--- config.mk ---
export PLATFORM = sky130hd
export DESIGN_NAME = wb_master_arbiter
export DESIGN_NICKNAME = d
export VERILOG_FILES = /design/src/rtl/wb_master_arbiter.sv
export SDC_FILE = /design/constraint.sdc
export NUM_CORES = 1
export LEC_CHECK = 0
export BUFFER_PORTS_ARGS = -buffer_cell sky130_fd_sc_hd__buf_2
export CORE_AREA = 2 2 123 125
export DETAILED_ROUTE_END_ITERATION = 12
export DIE_AREA = 0 0 125 127
export GPL_TIMING_DRIVEN = 0
export PLACE_DENSITY = 0.53
export SYNTH_ARGS = -nofsm -noshare
export SYNTH_HDL_FRONTEND = slang
export SYNTH_SLANG_ARGS = --single-unit
export TNS_END_PERCENT = 100
--- constraint.sdc ---
create_clock -name clk -period 2.2 [get_ports clk]
set_clock_uncertainty 0.05 [all_clocks]
set_input_delay 0.33 -clock clk [delete_from_list [all_inputs] [get_ports clk]]
set_output_delay 0.33 -clock clk [all_outputs]
set_load 0.1 [all_outputs]
--- src/rtl/wb_master_arbiter.sv ---
// wb_master_arbiter: two-master Wishbone arbiter, round-robin on ties, grant held per transaction.
// Optional bus-timeout termination enabled by defining WB_ARB_TIMEOUT_EN.
`default_nettype none

module wb_master_arbiter #(
    parameter int TIMEOUT_CYCLES = 255
) (
    input  logic        clk,
    input  logic        rst,

    input  logic        m0_cyc_i,
    input  logic        m0_stb_i,
    input  logic        m0_we_i,
    input  logic [31:0] m0_adr_i,
    input  logic [31:0] m0_dat_i,
    input  logic [3:0]  m0_sel_i,
    output logic [31:0] m0_dat_o,
    output logic        m0_ack_o,
    output logic        m0_err_o,

    input  logic        m1_cyc_i,
    input  logic        m1_stb_i,
    input  logic        m1_we_i,
    input  logic [31:0] m1_adr_i,
    input  logic [31:0] m1_dat_i,
    input  logic [3:0]  m1_sel_i,
    output logic [31:0] m1_dat_o,
    output logic        m1_ack_o,
    output logic        m1_err_o,

    output logic [31:0] wb_adr_o,
    output logic [31:0] wb_dat_o,
    output logic [3:0]  wb_sel_o,
    output logic        wb_we_o,
    output logic        wb_cyc_o,
    output logic        wb_stb_o,
    input  logic [31:0] wb_dat_i,
    input  logic        wb_ack_i,
    input  logic        wb_err_i,

    output logic [1:0]  grant_o,
    output logic        timeout_o
);

    localparam logic [1:0] ST_IDLE   = 2'd0;
    localparam logic [1:0] ST_OWN_M0 = 2'd1;
    localparam logic [1:0] ST_OWN_M1 = 2'd2;

    if (TIMEOUT_CYCLES < 1 || TIMEOUT_CYCLES > 65535) begin : g_timeout_range_check
        $error("wb_master_arbiter: TIMEOUT_CYCLES must be in 1..65535");
    end

    logic [1:0] state;
    logic [1:0] state_nxt;
    logic       last_owner;     // 1 = debug master owned the bus last
    logic       req0;
    logic       req1;
    logic       own_cyc;
    logic       own_stb;
    logic       timeout_hit;

    assign req0 = m0_cyc_i & m0_stb_i;
    assign req1 = m1_cyc_i & m1_stb_i;

`ifdef WB_ARB_TIMEOUT_EN
    localparam int CNT_W = $clog2(TIMEOUT_CYCLES + 1);

    logic [CNT_W-1:0] tcount;

    // Ack/err in the expiry cycle takes precedence over the timeout.
    assign timeout_hit = (state != ST_IDLE) && (tcount == CNT_W'(TIMEOUT_CYCLES))
                         && !wb_ack_i && !wb_err_i;

    // The owned phase always ends by the cycle tcount reaches TIMEOUT_CYCLES, so no wrap.
    always_ff @(posedge clk) begin
        if (rst) begin
            tcount <= '0;
        end else if (state == ST_IDLE) begin
            tcount <= '0;
        end else begin
            tcount <= tcount + 1'b1;
        end
    end
`else
    assign timeout_hit = 1'b0;
`endif

    always_comb begin
        own_cyc  = 1'b0;
        own_stb  = 1'b0;
        wb_adr_o = 32'd0;
        wb_dat_o = 32'd0;
        wb_sel_o = 4'd0;
        wb_we_o  = 1'b0;
        case (state)
            ST_OWN_M0: begin
                own_cyc  = m0_cyc_i;
                own_stb  = m0_stb_i;
                wb_adr_o = m0_adr_i;
                wb_dat_o = m0_dat_i;
                wb_sel_o = m0_sel_i;
                wb_we_o  = m0_we_i;
            end
            ST_OWN_M1: begin
                own_cyc  = m1_cyc_i;
                own_stb  = m1_stb_i;
                wb_adr_o = m1_adr_i;
                wb_dat_o = m1_dat_i;
                wb_sel_o = m1_sel_i;
                wb_we_o  = m1_we_i;
            end
            default: begin
            end
        endcase
        wb_cyc_o = own_cyc & own_stb & ~timeout_hit;
        wb_stb_o = own_cyc & own_stb & ~timeout_hit;
    end

    assign m0_dat_o  = wb_dat_i;
    assign m1_dat_o  = wb_dat_i;
    assign m0_ack_o  = (state == ST_OWN_M0) & wb_ack_i;
    assign m0_err_o  = (state == ST_OWN_M0) & (wb_err_i | timeout_hit);
    assign m1_ack_o  = (state == ST_OWN_M1) & wb_ack_i;
    assign m1_err_o  = (state == ST_OWN_M1) & (wb_err_i | timeout_hit);
    assign grant_o   = {state == ST_OWN_M1, state == ST_OWN_M0};
    assign timeout_o = timeout_hit;

    always_comb begin
        state_nxt = state;
        case (state)
            ST_IDLE: begin
                if (req0 && (!req1 || last_owner)) begin
                    state_nxt = ST_OWN_M0;
                end else if (req1) begin
                    state_nxt = ST_OWN_M1;
                end
            end
            ST_OWN_M0, ST_OWN_M1: begin
                if (wb_ack_i || wb_err_i || !own_cyc || timeout_hit) begin
                    state_nxt = ST_IDLE;
                end
            end
            default: state_nxt = ST_IDLE;
        endcase
    end

    always_ff @(posedge clk) begin
        if (rst) begin
            state      <= ST_IDLE;
            last_owner <= 1'b1;
        end else begin
            state <= state_nxt;
            if (state == ST_IDLE && state_nxt != ST_IDLE) begin
                last_owner <= (state_nxt == ST_OWN_M1);
            end
        end
    end

endmodule

`default_nettype wire

==> impl_metrics.json, run 1 <==
{
  "routabilityCongestion": 0.752,
  "crit_arrival_ps": 1770,
  "setup_viol": 0,
  "critPathRequiredTime_ps": 1820,
  "num_vias": 2946,
  "dp_hpwl_um": 7970,
  "clock_latency_ps": 220,
  "finish.utilization_pct": 34.3,
  "boundaryPins": 320,
  "dieArea_um2": 15900,
  "totalWireLength_um": 9950,
  "syn_inst": 262,
  "viasPerCell": 3.98,
  "syn-cell-area_um2": 1860,
  "grt_max_degree": 11,
  "p_total_w": 0.00200,
  "ys_seq_area_share_pct": 3.23,
  "clock_tree.root_cell": "clkbuf_16",
  "rows": 44,
  "rsz0062_at_grt": "true",
  "startpoint_type": "flop",
  "htreeDepth": 1,
  "status": "complete, no violations",
  "grtUsageTotal_pct": 10.9,
  "clk_pin_slew_ps": 30,
  "grt_pass1_wl_um": 14400,
  "firstDrtPassIters": 3,
  "cts_tree": "yes",
  "post-route-period-util_pct": 97.9,
  "end_kind": "primary output",
  "cp_cell_sequence": "inv_2 -> ha_4 -> clkbuf_4 -> buf_4 -> buf_4 -> a22oi_1 -> nor2b_4 -> buf_6",
  "worst-path-buf-inv": 5,
  "synth.distinct_cells": 25,
  "antenna_found_initial": 0,
  "initialDrtViolationCount": 41,
  "fin_crit_ps": 2150,
  "cap_violations": 0,
  "drive_gt1_share_pct": 93.0,
  "cpMaxStageDelayCell": "dfxtp_4",
  "area_growth_pct": 166,
  "fmax_mhz": 464,
  "netlist_top_cells_count": "a22oi_1, nor2b_1, buf_4",
  "final.setup.worst_slack_ps": 46.0,
  "min_path_type": "in2reg",
  "power_density_nw_per_um2": 406,
  "remaining_drc_errors": 0,
  "cts_buffer_depth": 2,
  "cts.sinks": 3,
  "slew_violations": 0,
  "fillers": 1504,
  "synth_warnings": 0,
  "core_um2": 14400,
  "final_nets": 739,
  "start_util_pct": 12.9,
  "peakVddDrop_mv": 0.438,
  "die_h_um": 127,
  "grt_pass1_vias": 2848,
  "tns_ps": 0,
  "worstSetupPathType": "reg2out",
  "syn-num-nets": 444,
  "critPathTopFamily": "buffers and inverters",
  "numCtsBuffers": 3,
  "io_buffer_count": 286,
  "post_drt_wl_per_cell_um": 13.5,
  "synth-seq-cells": 3,
  "async_flop_share_pct": 0,
  "dpl_worst_slack_ps": -499,
  "slowest_delay_ps": 380,
  "synth.avg_cell_area_um2": 7.10,
  "grt_overflow": 0,
  "yosysMostFrequentCell": "a22oi_1",
  "crit_top_cell": "buf_4",
  "yosys-top-cells-area": "a22oi_1, buf_4, nor2b_1, buf_2, dfxtp_1",
  "synth_top_area_share_pct": 28.2,
  "synth_area_leader_cell": "a22oi_1",
  "leakage_nw": 2.19,
  "synth_edf_count": 0,
  "ant_nets": 0,
  "finalHoldViolCount": 0,
  "die_x_um": 125,
  "ys.flop_type": "dfxtp_1",
  "crit_fanout": 5,
  "n_antenna_cell": 0
}
-- sequential cells by signal, summed over array words and instances, names as in the netlist --
register    flops
state           2
last_owner      1
-- cells in the final DEF (no fill, tap or decap), types with 3 or more instances in the layout --
cell and instances:
clkbuf_16 3, buf_6 62, and2_2 4, nor2b_4 68
buf_2 218, ha_4 3, a22oi_2 49, buf_4 86
buf_8 3, a22oi_1 22, clkbuf_4 9
-- metrics by stage --
step,std cells,hold slack [ps],area (um2)
finish,740,259,4940
global route,740,268,4940
CTS,738,258,4610
detailed placement,732,489,4080
global placement,732,488,4080
floorplan,262,357,2420
-- where the power goes --
group	internal (W)	switching, W	total (W)
combinational	0.000551	0.00110	0.00165
clock	0.000239	0.0000502	0.000289
sequential	0.0000591	0.00000634	0.0000654
total	0.000849	0.00116	0.00200
-- worst paths after layout --
path,cells past startpoint,slack (ps),to,startpoint
max,8,50,wb_dat_o[31],state[1]$_SDFF_PP0_
min,2,260,state[1]$_SDFF_PP0_,rst
max reg2reg,8,550,last_owner$_SDFFE_PP1P_,state[1]$_SDFF_PP0_
min reg2reg,2,490,last_owner$_SDFFE_PP1P_,last_owner$_SDFFE_PP1P_
-- timing repair --
action | 4_1_cts | 5_1_grt
pin swaps | 2 | 1
setup endpoints to repair | 75 | 70
setup buffers | 3 | 2
hold buffers | 0 | 0
gates resized for setup | 144 | 77
endpoints found under the hold margin | 0 | 0
-- worst register-to-register path, delay by kind of cell, from the launching register on --
family,cells,cell delay [ps]
AOI/OAI and AO/OA,3,420
adders and majority gates,1,170
buffers and inverters,3,330
DFF,1,380
and+or+nand+nor,1,180
-- per-layer routing --
metal | routed length (um) | share of wire [%] | vias to the layer above | GRT usage (%)
met2 | 5390 | 54 | 176 | 21.1
met4 | 62 | 0.62 | 0 | 1.44
met1 | 3700 | 37 | 1321 | 12.7
met3 | 799 | 8.0 | 7 | 1.93
met5 | 0 | 0 | - | 0
li1 | - | - | 1442 | -
-- final cells by class --
| class | count | area [um2] | area share (%) |
|---|---|---|---|
| timing repair buffer | 291 | 1910 | 38.7 |
| multi-input combinational | 168 | 1990 | 40.3 |
| clock buffer | 4 | 78.8 | 1.60 |
| sequential | 3 | 67.6 | 1.37 |
| tap | 184 | 230 | 4.66 |
| buffer | 88 | 653 | 13.2 |
| inverter | 2 | 7.51 | 0.152 |
-- cell families (layout without fill, tap and decap cells) --
| family | Yosys count | count (layout) | share of synthesized area (%) |
|---|---|---|---|
| adder cells (fa/ha/maj) | 4 | 4 | 2.69 |
| flip-flops | 3 | 3 | 3.23 |
| other | 1 | 1 | 0.202 |
| AO/OA/AOI/OAI | 77 | 77 | 32.1 |
| AND/OR/NAND/NOR | 86 | 86 | 28.6 |
| buffers and inverters | 91 | 385 | 33.2 |
(Power assumes the default switching activity.)
==> run 2, diff against run 1 <==
==> constraint.sdc (replaced) <==
create_clock -name clk -period 2.6 [get_ports clk]
set_clock_uncertainty 0.05 [all_clocks]
set_input_delay 0.39 -clock clk [delete_from_list [all_inputs] [get_ports clk]]
set_output_delay 0.39 -clock clk [all_outputs]
set_load 0.1 [all_outputs]
==> impl_metrics.json, run 2 (synthesized netlist as in run 1, its figures left out) <==
{
  "status": "complete, no violations",
  "totalWireLength_um": 9310,
  "numCtsBuffers": 3,
  "worstSetupPathType": "reg2out",
  "grt_overflow": 0,
  "num_vias": 2876,
  "cap_violations": 0,
  "area_growth_pct": 131,
  "cpMaxStageDelayCell": "dfxtp_1",
  "leakage_nw": 2.05,
  "fin_crit_ps": 2490,
  "min_path_type": "in2reg",
  "power.internal_w": 0.000648,
  "crit_fanout": 10,
  "dpl_worst_slack_ps": 24.7,
  "rows": 44,
  "top_register": "state",
  "peakVddDrop_mv": 0.227,
  "slew_violations": 0,
  "remaining_drc_errors": 0,
  "firstDrtPassIters": 4,
  "wl_met2_um": 5060,
  "antenna_found_initial": 0,
  "grt_pass1_wl_um": 13700,
  "seq_power_share_pct": 3.4,
  "grt_max_degree": 11,
  "rsz0062_at_grt": "true",
  "power_density_nw_per_um2": 368,
  "wl_met3_um": 838,
  "swShare_pct": 59.0,
  "regArea_um2": 60.1,
  "startpoint_type": "flop",
  "cts.sinks": 3,
  "end_kind": "primary output",
  "critPathTopFamily": "buffers and inverters",
  "ant_nets": 0,
  "crit_top_cell": "buf_2",
  "combPwrFrac_pct": 81.3,
  "cts_setup_buffers": 0,
  "cts_tree": "yes",
  "die_h_um": 127,
  "most-common-layout-cells": "buf_2, buf_4, a22oi_1",
  "htreeDepth": 1,
  "final_nets": 735,
  "fmax_mhz": 402,
  "finalHoldViolCount": 0,
  "cp_cell_sequence": "inv_1 -> ha_2 -> buf_2 -> buf_2 -> a22oi_1 -> nor2b_4 -> clkbuf_4",
  "start_util_pct": 12.9,
  "wl_met1_um": 3370,
  "fillers": 1577,
  "n_antenna_cell": 0,
  "timing.hold.ws_ps": 321,
  "setup_viol": 0,
  "clock_tree.root_cell": "clkbuf_16",
  "grtUsageTotal_pct": 10.4,
  "boundaryPins": 320,
  "post_drt_wl_per_cell_um": 12.7,
  "grt_pass1_vias": 2727,
  "p_switching_w": 0.000934,
  "die_x_um": 125,
  "routed.top_layer": "met4",
  "cts_buffer_depth": 2,
  "routabilityCongestion": 0.744,
  "crit_arrival_ps": 2050,
  "slowest_delay_ps": 400,
  "dp_hpwl_um": 8010,
  "critPathRequiredTime_ps": 2160,
  "post-route-period-util_pct": 95.8,
  "initialDrtViolationCount": 48,
  "drive_gt1_share_pct": 82.6,
  "largest_reg_flops": 2,
  "p_clk_share_pct": 15.3,
  "multi_input_area_um2": 1710,
  "core_um2": 14400,
  "final_common_cell": "buf_2",
  "reg.largest.list": "state: 2 flops, last_owner: 1 flops",
  "worst-path-buf-inv": 4,
  "io_buffer_count": 286,
  "clk_pin_slew_ps": 30,
  "viasPerCell": 3.91,
  "final.setup.worst_slack_ps": 110,
  "clock_latency_ps": 220,
  "finish.utilization_pct": 29.8,
  "dieArea_um2": 15900
}
-- run 2: repair_timing --
action / CTS / global route
setup endpoints to repair: 71 / 58
hold buffers: 0 / 0
resized for setup: 16 / 54
pin swaps: 0 / 0
-- run 2: cell type report --
class / count / share of cell area [%]
buffer: 89 / 14.3
clock buffer: 4 / 1.84
inverter: 2 / 0.175
multi-input combinational: 168 / 39.7
sequential: 3 / 1.40
tap: 184 / 5.36
timing repair buffer: 286 / 37.2
-- run 2: worst register-to-register path: cells and delay by family, from the launching register on --
family	cells	cell delay (ps)
compound gates	2	210
fa+ha+maj	1	460
buf+inv	1	100
flops	1	400
simple gates	2	460
-- run 2: final timing paths --
kind                      startpoint                      end  slack, ps  depth (start not counted)
max              state[0]$_SDFF_PP0_              wb_dat_o[5]        110                          7
max reg2reg      state[0]$_SDFF_PP0_  last_owner$_SDFFE_PP1P_        840                          6
min reg2reg  last_owner$_SDFFE_PP1P_  last_owner$_SDFFE_PP1P_        500                          2
min                              rst      state[1]$_SDFF_PP0_        320                          2
-- run 2: routing by layer --
| layer | vias up | global-route usage, % |
|---|---|---|
| li1 | 1436 | - |
| met1 | 1257 | 12.3 |
| met2 | 179 | 20.0 |
| met3 | 4 | 1.80 |
| met4 | 0 | 1.57 |
| met5 | - | 0 |
-- run 2: per-stage QoR --
step                power, W  cells  cell area (um2)  setup TNS [ps]
floorplan            0.00109    262             2380            -261
global placement     0.00133    732             4040               0
detailed placement   0.00133    732             4040               0
CTS                  0.00159    736             4160               0
global route         0.00166    736             4300           -19.2
finish               0.00158    736             4300               0
-- run 2: power groups by stage --
stage | clock, W | combinational, W | sequential, W
final | 0.000242 | 0.00129 | 0.0000542
after global routing | 0.000258 | 0.00134 | 0.0000549
after CTS | 0.000250 | 0.00129 | 0.0000543
after detailed placement | 0 | 0.00128 | 0.0000550
after global placement | 0 | 0.00128 | 0.0000549
after floorplan | 0 | 0.00104 | 0.0000538
==> run 3, diff against run 2 <==
--- a/config.mk
+++ b/config.mk
@@ -10,7 +10,7 @@
 export DETAILED_ROUTE_END_ITERATION = 12
 export DIE_AREA = 0 0 125 127
 export GPL_TIMING_DRIVEN = 0
-export PLACE_DENSITY = 0.53
+export PLACE_DENSITY = 0.52
 export SYNTH_ARGS = -nofsm -noshare
 export SYNTH_HDL_FRONTEND = slang
 export SYNTH_SLANG_ARGS = --single-unit
==> impl_metrics.json, run 3 (synthesized netlist as in run 1, its figures left out) <==
{
  "most-common-layout-cells": "buf_2, buf_4, a22oi_1",
  "fmax_mhz": 406,
  "core_um2": 14400,
  "final.setup.worst_slack_ps": 139,
  "critPathTopFamily": "buffers and inverters",
  "cp_cell_sequence": "inv_1 -> ha_2 -> buf_2 -> buf_2 -> a22oi_1 -> nor2b_4 -> clkbuf_4",
  "initialDrtViolationCount": 96,
  "cts_buffer_depth": 2,
  "fillers": 1581,
  "fin_crit_ps": 2460,
  "slowest_delay_ps": 340,
  "finish.utilization_pct": 30.1,
  "largest_reg_flops": 2,
  "peakVddDrop_mv": 0.215,
  "dpl_worst_slack_ps": 36.8,
  "firstDrtPassIters": 6,
  "dieArea_um2": 15900,
  "viasPerCell": 3.94,
  "cts_hold_buf": 0,
  "crit_arrival_ps": 2020,
  "grtUsageTotal_pct": 9.97,
  "drive_gt1_share_pct": 83.0,
  "routabilityCongestion": 0.723,
  "post-route-period-util_pct": 94.6,
  "cap_violations": 0,
  "final_common_cell": "buf_2",
  "status": "complete, no violations",
  "post_drt_wl_per_cell_um": 12.6,
  "crit_fanout": 10,
  "clock_tree.root_cell": "clkbuf_16",
  "grt_max_degree": 11,
  "startpoint_type": "flop",
  "grt_pass1_vias": 2681,
  "dp_hpwl_um": 7940,
  "r2r_slack_ps": 860,
  "reg.largest.list": "state: 2 flops, last_owner: 1 flops",
  "final_nets": 735,
  "grt_pass1_wl_um": 13100,
  "htreeDepth": 1,
  "die_x_um": 125,
  "min_path_type": "in2reg",
  "cts_tree": "yes",
  "critPathRequiredTime_ps": 2160,
  "crit_top_cell": "buf_2",
  "clock_latency_ps": 220,
  "boundaryPins": 320,
  "worstSetupPathType": "reg2out",
  "totalWireLength_um": 9320,
  "clk_pin_slew_ps": 30,
  "ant_nets": 0,
  "setup_viol": 0,
  "cts.sinks": 3,
  "remaining_drc_errors": 0,
  "cts_setup_buffers": 0,
  "io_buffer_count": 286,
  "leakage_nw": 2.05,
  "start_util_pct": 12.9,
  "finalHoldViolCount": 0,
  "die_h_um": 127,
  "end_kind": "primary output",
  "area_growth_pct": 133,
  "tns_ps": 0,
  "rsz0062_at_grt": "true",
  "slew_violations": 0,
  "p_total_w": 0.00159,
  "worst-path-buf-inv": 4,
  "grt_overflow": 0,
  "numCtsBuffers": 3,
  "power_density_nw_per_um2": 368,
  "rows": 44,
  "antenna_found_initial": 2,
  "num_vias": 2906,
  "top_register": "state",
  "cpMaxStageDelayCell": "dfxtp_1"
}
-- run 3: cell count changes in the layout (fill, tap and decap cells not counted), sizes merged --
cell / delta
clkbuf: +11
buf: -11
diode: +1
-- run 3: timing repair --
item / 4_1_cts / 5_1_grt
setup endpoints to repair: 71 / 66
gates resized for setup: 8 / 76
pin swaps: 0 / 0
-- run 3: final timing paths --
check / startpoint / to / cells after the start
setup / recovery: state[1]$_SDFF_PP0_ / wb_adr_o[2] / 7
hold / removal: rst / state[1]$_SDFF_PP0_ / 2
setup reg to reg: state[0]$_SDFF_PP0_ / last_owner$_SDFFE_PP1P_ / 7
hold reg to reg: last_owner$_SDFFE_PP1P_ / last_owner$_SDFFE_PP1P_ / 2
-- run 3: power by group --
group | internal (W) | switching (W)
sequential | 0.0000504 | 0.00000396
clock | 0.000202 | 0.0000430
combinational | 0.000402 | 0.000892
total | 0.000655 | 0.000939
-- run 3: layout make-up --
type / instances / area [um2] / share of cell area, %
Tap cell: 184 / 230 / 5.31
Inverter: 2 / 7.51 / 0.173
Sequential cell: 3 / 60.1 / 1.39
Clock buffer: 4 / 78.8 / 1.82
Buffer: 89 / 621 / 14.3
Timing Repair Buffer: 286 / 1610 / 37.1
Multi-Input combinational cell: 168 / 1730 / 39.8
Antenna cell: 1 / 2.50 / 0.0577
-- run 3: metal layers --
| metal | share of wire (%) | GRT usage, % | up-vias |
|---|---|---|---|
| met2 | 53 | 18.9 | 188 |
| met3 | 10 | 2.72 | 8 |
| li1 | - | - | 1435 |
| met5 | 0.075 | 0 | - |
| met4 | 0.43 | 1.18 | 2 |
| met1 | 36 | 11.5 | 1273 |
-- run 3: metrics by stage --
step                hold WS [ps]  std cells  instance area [um2]
floorplan                    417        262                 2380
global placement             502        732                 4040
detailed placement           495        732                 4040
CTS                          326        736                 4140
global route                 326        736                 4330
finish                       322        737                 4340
